**config.mk**
```make
export PLATFORM = sky130hd
export DESIGN_NAME = hdb3_ber_ctrl
export DESIGN_NICKNAME = d
export VERILOG_FILES = /design/src/rtl/hdb3_pkg.sv /design/src/rtl/hdb3_dly_line.sv /design/src/rtl/hdb3_ber_ctrl.sv
export SDC_FILE = /design/constraint.sdc
export NUM_CORES = 1
export LEC_CHECK = 0
export BUFFER_PORTS_ARGS = -buffer_cell sky130_fd_sc_hd__buf_4
export CORE_MARGIN = 8
export CORE_UTILIZATION = 42
export CTS_CLUSTER_DIAMETER = 30
export CTS_CLUSTER_SIZE = 28
export DETAILED_ROUTE_END_ITERATION = 8
export GPL_ROUTABILITY_DRIVEN = 1
export GPL_TIMING_DRIVEN = 0
export PLACE_DENSITY = 0.71
export SYNTH_ARGS = -nofsm -noshare
export SYNTH_HDL_FRONTEND = slang
export SYNTH_SLANG_ARGS = --single-unit
```
**constraint.sdc**
```tcl
create_clock -name clk -period 4.6 [get_ports clk]
set_input_delay 0.92 -clock clk [delete_from_list [all_inputs] [get_ports clk]]
set_output_delay 0.92 -clock clk [all_outputs]
set_load 0.01 [all_outputs]
```
**src/rtl/hdb3_pkg.sv**
```systemverilog
// hdb3_pkg: state encoding and default parameters for the HDB3 BER controller.
package hdb3_pkg;
  typedef enum logic [2:0] {
    IDLE    = 3'd0,
    PRIME   = 3'd1,
    SEARCH  = 3'd2,
    MEASURE = 3'd3,
    DONE    = 3'd4,
    FAIL    = 3'd5
  } state_t;
  localparam int DLY_MAX_DEF  = 32;
  localparam int SYNC_LEN_DEF = 16;
  localparam int WIN_LEN_DEF  = 1024;
  localparam int LOS_THR_DEF  = 4;
endpackage

```
**src/rtl/hdb3_dly_line.sv**
```systemverilog
// hdb3_dly_line: reference delay line; tap k is din delayed by k strobes (tap 0 is din itself).
module hdb3_dly_line #(
  parameter int DLY_MAX = 32
) (
  input  logic       clk,
  input  logic       rst,
  input  logic       en,
  input  logic       din,
  input  logic [4:0] sel,
  output logic       tap
);
  logic [DLY_MAX-2:0] sr_q;
  logic [DLY_MAX-1:0] taps;
  assign taps = {sr_q, din};
  assign tap = taps[sel];
  always_ff @(posedge clk or posedge rst)
    if (rst) sr_q <= '0;
    else if (en) sr_q <= taps[DLY_MAX-2:0];
endmodule

```
**src/rtl/hdb3_ber_ctrl.sv**
```systemverilog
// hdb3_ber_ctrl: loop-delay search and BER measurement FSM; HDB3_BER_INJECT_EN enables error injection.
module hdb3_ber_ctrl
  import hdb3_pkg::*;
#(
  parameter int DLY_MAX  = DLY_MAX_DEF,
  parameter int SYNC_LEN = SYNC_LEN_DEF,
  parameter int WIN_LEN  = WIN_LEN_DEF,
  parameter int LOS_THR  = LOS_THR_DEF
) (
  input  logic        clk,
  input  logic        rst,
  input  logic        start,
  input  logic        bit_en,
  input  logic        tx_bit,
  input  logic        rx_bit,
  input  logic        inj,
  output logic        gen_ena,
  output logic [2:0]  state,
  output logic [4:0]  dly_sel,
  output logic [15:0] err_cnt,
  output logic [15:0] bit_cnt,
  output logic        locked,
  output logic        done,
  output logic        fail
);
  localparam int CW = $clog2(DLY_MAX > SYNC_LEN ? DLY_MAX : SYNC_LEN) + 1;
  localparam int BW = $clog2(LOS_THR + 1);
  state_t          state_q;
  logic [4:0]      dly_q;
  logic [15:0]     err_q, bit_q, err_d;
  logic [CW-1:0]   cnt_q;
  logic [BW-1:0]   blk_q, blk_d;
  logic            ref_raw, ref_bit, mis, los, win;
  hdb3_dly_line #(.DLY_MAX(DLY_MAX)) u_dly (
    .clk(clk), .rst(rst), .en(bit_en), .din(tx_bit), .sel(dly_q), .tap(ref_raw)
  );
`ifdef HDB3_BER_INJECT_EN
  logic arm_q;
  assign ref_bit = ref_raw ^ (arm_q && state_q == MEASURE);
  always_ff @(posedge clk or posedge rst)
    if (rst) arm_q <= 1'b0;
    else arm_q <= arm_q ? !(state_q == MEASURE && bit_en) : inj;
`else
  logic unused_inj;
  assign unused_inj = inj;
  assign ref_bit = ref_raw;
`endif
  always_comb begin
    mis   = rx_bit ^ ref_bit;
    blk_d = blk_q + BW'(mis);
    los   = blk_d >= BW'(LOS_THR);
    win   = bit_q + 16'd1 == 16'(WIN_LEN);
    err_d = (mis && err_q != 16'hFFFF) ? err_q + 16'd1 : err_q;
  end
  always_ff @(posedge clk or posedge rst)
    if (rst) begin
      state_q <= IDLE;
      dly_q   <= '0;
      err_q   <= '0;
      bit_q   <= '0;
      cnt_q   <= '0;
      blk_q   <= '0;
    end else if (start && (state_q == IDLE || state_q == DONE || state_q == FAIL)) begin
      state_q <= PRIME;
      dly_q   <= '0;
      err_q   <= '0;
      bit_q   <= '0;
      cnt_q   <= '0;
    end else if (bit_en) begin
      case (state_q)
        PRIME:
          if (cnt_q == CW'(DLY_MAX - 1)) begin
            state_q <= SEARCH;
            cnt_q   <= '0;
            dly_q   <= '0;
          end else cnt_q <= cnt_q + 1'b1;
        SEARCH:
          if (mis) begin
            cnt_q <= '0;
            if (dly_q == 5'(DLY_MAX - 1)) state_q <= FAIL;
            else dly_q <= dly_q + 5'd1;
          end else if (cnt_q == CW'(SYNC_LEN - 1)) begin
            state_q <= MEASURE;
            cnt_q   <= '0;
            blk_q   <= '0;
          end else cnt_q <= cnt_q + 1'b1;
        MEASURE: begin
          bit_q <= bit_q + 16'd1;
          err_q <= err_d;
          // block counter restarts at every 16-bit boundary of bit_cnt
          blk_q <= (los || bit_q[3:0] == 4'hF) ? '0 : blk_d;
          if (win) state_q <= DONE;
          else if (los) begin
            state_q <= SEARCH;
            dly_q   <= '0;
            cnt_q   <= '0;
          end
        end
        default: ;
      endcase
    end
  assign state   = state_q;
  assign dly_sel = dly_q;
  assign err_cnt = err_q;
  assign bit_cnt = bit_q;
  assign gen_ena = state_q == PRIME || state_q == SEARCH || state_q == MEASURE;
  assign locked  = state_q == MEASURE;
  assign done    = state_q == DONE;
  assign fail    = state_q == FAIL;
endmodule
```
==> impl_metrics.toml, run 1 <==
[synth]
ys_async_sr_fraction_pct = 100
synth_compound_area_share_pct = 13.9
synth_warnings = 0
synth_nets = 460
yosysUniqueCellTypes = 52
synth_area_um2 = 4430
synth-xor-area-share_pct = 3.95
seq_area_frac_synth_pct = 45.2
synthSimpleGateAreaFrac_pct = 18.7
synthMuxAreaShare_pct = 13.0
synth_top_family_by_area = "simple AND/OR/NAND/NOR gates"
yosys.area.top_type = "dfrtp_1"
synth_ff_type = "dfrtp_1"
syn_inst = 446
ys_seq_elements = 80
synth_area_leaders = "dfrtp_1 45%, mux2_2 8.6%, mux2i_1 3.8%"
synth_edf_count = 0
synthAdderAreaFrac_pct = 1.98
synth_top_area_share_pct = 45.2
syn_avg_cell_area_um2 = 9.93

[place]
hpwl_um = 7430
dp.cells = 631
io_buffers = 48
gp_congestion = 0.874
dp_slack_ps = 118
post_dp_cell_area_um2 = 4990

[clocking]
cts_hold_buf = 0
htree_levels = 3
clkSlewWorstSetupHoldPaths_ps = 80
postCtsSetupBuffers = 0
cts.sinks = 80
cts_buffers = 9
ctsResizeCount = 0
cts_tree = "yes"
clkLatencyLatePin_ps = 350
cts_root_buffer = "clkbuf_8"
clockBufferDepth = 2

[sta]
finalCritPeriodShare_pct = 90.4
layout_setup_ws_ps = 440
finalClockSkew_ps = 13.7
rsz0062_at_grt = "false"
max_freq_ghz = 0.240
finalHoldViolCount = 0
setup_viol = 0
tightest_slew_ps = 772
fin_tns_setup_ps = 0
whs_ps = 465
period_needed_ps = 4160
slew_headroom_pct = 48.4
final-max-slew-violation-count = 0

[cells_and_area]
fillers = 950
area_delta_synth_final_pct = 17.5
final_cells = 645
layout_common_cells = "80 x dfrtp_1, 49 x buf_4, 38 x nand2_1, 38 x nor2_1, 34 x mux2_2"
diodes = 0
fin_area_um2 = 5210
drive_above_1_share_pct = 24.2
final_nets = 520
final_common_cell = "dfrtp_1"
fin_util_pct = 50.7

[floorplanning]
core-area_um2 = 10300
die_w_um = 119
pin_count = 51
num_rows = 37
initial_core_util_pct = 43.1
die_h_um = 119
die-area_um2 = 14100

[grt]
grt_pass1_vias = 3496
overflow = 0
grt_max_degree = 71
track_usage_pct = 15.1
grt_pass1_wl_um = 17700
antenna_found_initial = 0

[routing]
ant_nets = 0
drt_iter0_drc = 258
vias_per_cell = 5.57
wl_per_cell_um = 15.9
first_pass_iters = 5
drc = 0
wl_um = 10200
vias = 3594

[flow_run]
maxCapViolations = 0

[worst_setup_path]
crit_path_end_kind = "flop"
critPathKind = "flop to flop"
cp-start-kind = "flop"
path_max_fanout = 10
worstPathRequired_ps = 4840
cp.arrival_ps = 4400

[worst_hold_path]
worst_hold_path_type = "input port to async pin"

[power_and_ir_drop]
powerDensity_nw_per_um2 = 512
leakagePower_nw = 2.35
total_power_mw = 2.67
ir_worst_vdd_uv = 274

[outcome]
outcome = "finished clean"
[layout make-up]
cell class,count,area [um^2],area share (%)
multi-input cells,334,2290,43.9
flip-flops and latches,80,2000,38.4
repair buffers,49,388,7.45
well taps,136,170,3.27
clock buffers,10,138,2.64
plain buffers,24,120,2.31
clock inverters,4,70.1,1.35
inverters,8,32.5,0.625
[final timing paths]
kind / cells after the start / start / slack [ps] / to
worst min register to register: 1 / blk_q[1]$_DFFE_PP0P_ / 520 / blk_q[1]$_DFFE_PP0P_
min in group clk: 1 / blk_q[1]$_DFFE_PP0P_ / 520 / blk_q[1]$_DFFE_PP0P_
worst max register to register: 19 / dly_sel[2]$_DFFE_PP0P_ / 440 / dly_sel[0]$_DFFE_PP0P_
worst min-delay path: 2 / rst / 470 / bit_cnt[9]$_DFFE_PP0P_
worst max-delay path: 19 / dly_sel[2]$_DFFE_PP0P_ / 440 / dly_sel[0]$_DFFE_PP0P_
max in group asynchronous: 3 / rst / 3560 / bit_cnt[10]$_DFFE_PP0P_
[sequential cells by signal (all words and copies together), names as in the netlist]
| signal | flops |
|---|---|
| bit_cnt | 16 |
| blk_q | 3 |
| cnt_q | 6 |
| dly_sel | 5 |
| err_cnt | 16 |
| state | 3 |
| u_dly.sr_q | 31 |
[cells in the mapped netlist, drive strengths merged, types with 4 or more instances]
cell	instances
nand4	10
ha	7
nand2	38
nand3	20
a31oi	4
o21ai	30
nor3	10
nor2b	7
mux2i	17
inv	8
a21oi	19
a211o	5
xnor2	14
and2	6
nor4	4
and3	12
a31o	6
clkbuf	10
o31ai	5
nor3b	5
nor2	39
a22oi	5
xor2	6
mux2	36
buf	14
dfrtp	80
[report_power, final]
group | switching (mW) | internal, mW | leakage (nW)
clock | 0.243 | 0.313 | 0.108
sequential | 0.172 | 0.879 | 1.05
combinational | 0.591 | 0.467 | 1.19
[worst max-delay path, stage by stage, from the launching register on]
cell and delay [ps]:
dfrtp_1 370, buf_2 240, buf_2 290, mux2i_1 240
a21oi_1 90, nand3_1 80, nand4_1 130, xnor2_2 280
clkbuf_2 280, buf_2 280, inv_1 80, ha_1 190
ha_1 190, xor2_1 140, nor2_1 90, nor2_1 180
o31a_4 220, o32ai_1 130, o21bai_2 270, mux2_2 270
[layer usage]
| metal | GRT usage (%) | wire [um] |
|---|---|---|
| met5 | 0 | 0 |
| met4 | 6.25 | 189 |
| met3 | 3.52 | 511 |
| met2 | 23.1 | 4780 |
| met1 | 20.2 | 4760 |
[cell families (layout without fill, tap and decap cells)]
kind of cell	after synthesis	after routing
buffers and inverters	32	95
AO/OA/AOI/OAI	90	90
XOR/XNOR	20	20
multiplexers	53	53
flip-flops	80	80
adder cells (fa/ha/maj)	7	7
AND/OR/NAND/NOR	164	164
No activity file was read; power rests on OpenSTA's default activity.
==> run 2: changes to the inputs <==
CORE_ASPECT_RATIO = 1.25   (was not set)
==> run 2 against run 1 <==
  * Hold slack better by 38 ps
  * Sequential share of layout area down 0.69 points
  * Largest cell class unchanged
  * Cell area up 1.8%
  * Worst setup slack worse by 18 ps
  * Critical path type unchanged
==> impl_metrics.toml, run 2 (synthesized netlist as in run 1, its figures left out) <==
[grt]
grt_max_degree = 69
track_usage_pct = 15.7
antenna_found_initial = 0
grt_pass1_vias = 3665
overflow = 0
grt_pass1_wl_um = 17700

[cells_and_area]
fillers = 935
area_delta_synth_final_pct = 19.7
drive_above_1_share_pct = 23.7
final_nets = 520
fin_util_pct = 50.7
fin_area_um2 = 5300
top_register = "u_dly.sr_q"
layout_common_cells = "80 x dfrtp_1, 49 x buf_4, 38 x nand2_1, 38 x nor2_1, 34 x mux2_2"
diodes = 0
multi_input_area_um2 = 2280
largest_reg_flops = 31
final_common_cell = "dfrtp_1"
regArea_um2 = 2000

[place]
gp_congestion = 0.899
io_buffers = 48
post_dp_cell_area_um2 = 4990
hpwl_um = 7620

[worst_setup_path]
critPathKind = "flop to flop"
path_max_fanout = 10
crit_path_end_kind = "flop"
cp.arrival_ps = 4400
worstPathRequired_ps = 4820
cp-start-kind = "flop"

[floorplanning]
num_rows = 42
die-area_um2 = 14100
die_h_um = 131
pin_count = 51
initial_core_util_pct = 42.4
die_w_um = 108
core-area_um2 = 10500

[sta]
slew_headroom_pct = 48.4
fin_tns_setup_ps = 0
period_needed_ps = 4180
max_freq_ghz = 0.239
finalHoldViolCount = 0
tightest_slew_ps = 773
final-max-slew-violation-count = 0
finalCritPeriodShare_pct = 90.8
setup_viol = 0
rsz0062_at_grt = "false"
finalClockSkew_ps = 5.68
whs_ps = 503

[clocking]
cts_root_buffer = "clkbuf_16"
htree_levels = 3
clockBufferDepth = 2
cts_tree = "yes"
cts_buffers = 9
clkLatencyLatePin_ps = 340
cts.sinks = 80
clkSlewWorstSetupHoldPaths_ps = 60

[routing]
wl_per_cell_um = 16.4
vias_per_cell = 5.69
wl_um = 10500
drc = 0
first_pass_iters = 4
drt_iter0_drc = 179
ant_nets = 0
vias = 3660

[flow_run]
maxCapViolations = 0

[worst_hold_path]
worst_hold_path_type = "input port to async pin"

[outcome]
outcome = "finished clean"

[power_and_ir_drop]
leakagePower_nw = 2.39
powerDensity_nw_per_um2 = 541
ir_worst_vdd_uv = 258
run 2: changes by cell type in the layout (fill, tap and decap cells not counted):
cell       delta
clkbuf_8      -9
clkbuf_16     +9
clkinv_2      -1
xnor2_1       +1
clkbuf_1      +3
xnor2_2       -1
run 2: metal layers:
layer	routed length [um]	part of all wire, %	track usage, %	vias up
met1	4490	43	18.4	1796
met4	176	1.7	6.38	0
met3	655	6.2	4.96	16
met2	5210	49	26.2	106
li1	-	-	-	1742
met5	0	0	0	-
run 2: through the flow:
step,power (mW),instances,worst slack [ps]
after floorplan,1.77,446,930
after global placement,2.07,626,209
after detailed placement,2.11,627,193
after CTS,2.89,643,304
after global routing,3.07,643,69.4
final,2.87,643,421
run 2: timing repair:
item                                    4_1_cts  5_1_grt
buffers inserted                              0        0
gates resized for setup                       0        2
endpoints found under the setup margin        0        3
hold buffers                                  0        0
run 2: final timing paths:
| kind | slack, ps | startpoint | endpoint | depth (start not counted) |
|---|---|---|---|---|
| worst max-delay path | 420 | dly_sel[2]$_DFFE_PP0P_ | dly_sel[0]$_DFFE_PP0P_ | 19 |
| worst min-delay path | 500 | rst | err_cnt[8]$_DFFE_PP0P_ | 2 |
| worst max register to register | 420 | dly_sel[2]$_DFFE_PP0P_ | dly_sel[0]$_DFFE_PP0P_ | 19 |
| worst min register to register | 510 | u_dly.sr_q[30]$_DFFE_PP0P_ | u_dly.sr_q[30]$_DFFE_PP0P_ | 1 |
| max in group asynchronous | 3520 | rst | bit_cnt[8]$_DFFE_PP0P_ | 3 |
| min in group clk | 510 | u_dly.sr_q[30]$_DFFE_PP0P_ | u_dly.sr_q[30]$_DFFE_PP0P_ | 1 |
run 2: critical path, cell delays in order (launching register included):
cell and delay, ps:
dfrtp_1 370, buf_2 240, buf_2 270, mux2i_1 230, a21oi_1 80, nand3_1 100
nand4_1 100, xnor2_1 340, clkbuf_2 290, buf_2 270, inv_1 70, ha_1 190
ha_1 190, xor2_1 140, nor2_1 100, nor2_1 180, o31a_4 230, o32ai_1 130
o21bai_2 270, mux2_2 270
run 2: final cells by class:
class / count / area share (%)
Multi-Input combinational cell: 334 / 43.0
Tap cell: 132 / 3.11
Sequential cell: 80 / 37.8
Inverter: 8 / 0.613
Clock buffer: 13 / 4.72
Buffer: 24 / 2.27
Timing Repair Buffer: 49 / 7.31
Clock inverter: 3 / 1.23
run 2: report_power, final:
part | internal (mW) | switching (mW) | total, mW
combinational | 0.463 | 0.580 | 1.04
clock | 0.490 | 0.278 | 0.768
sequential | 0.881 | 0.177 | 1.06
total | 1.83 | 1.03 | 2.87
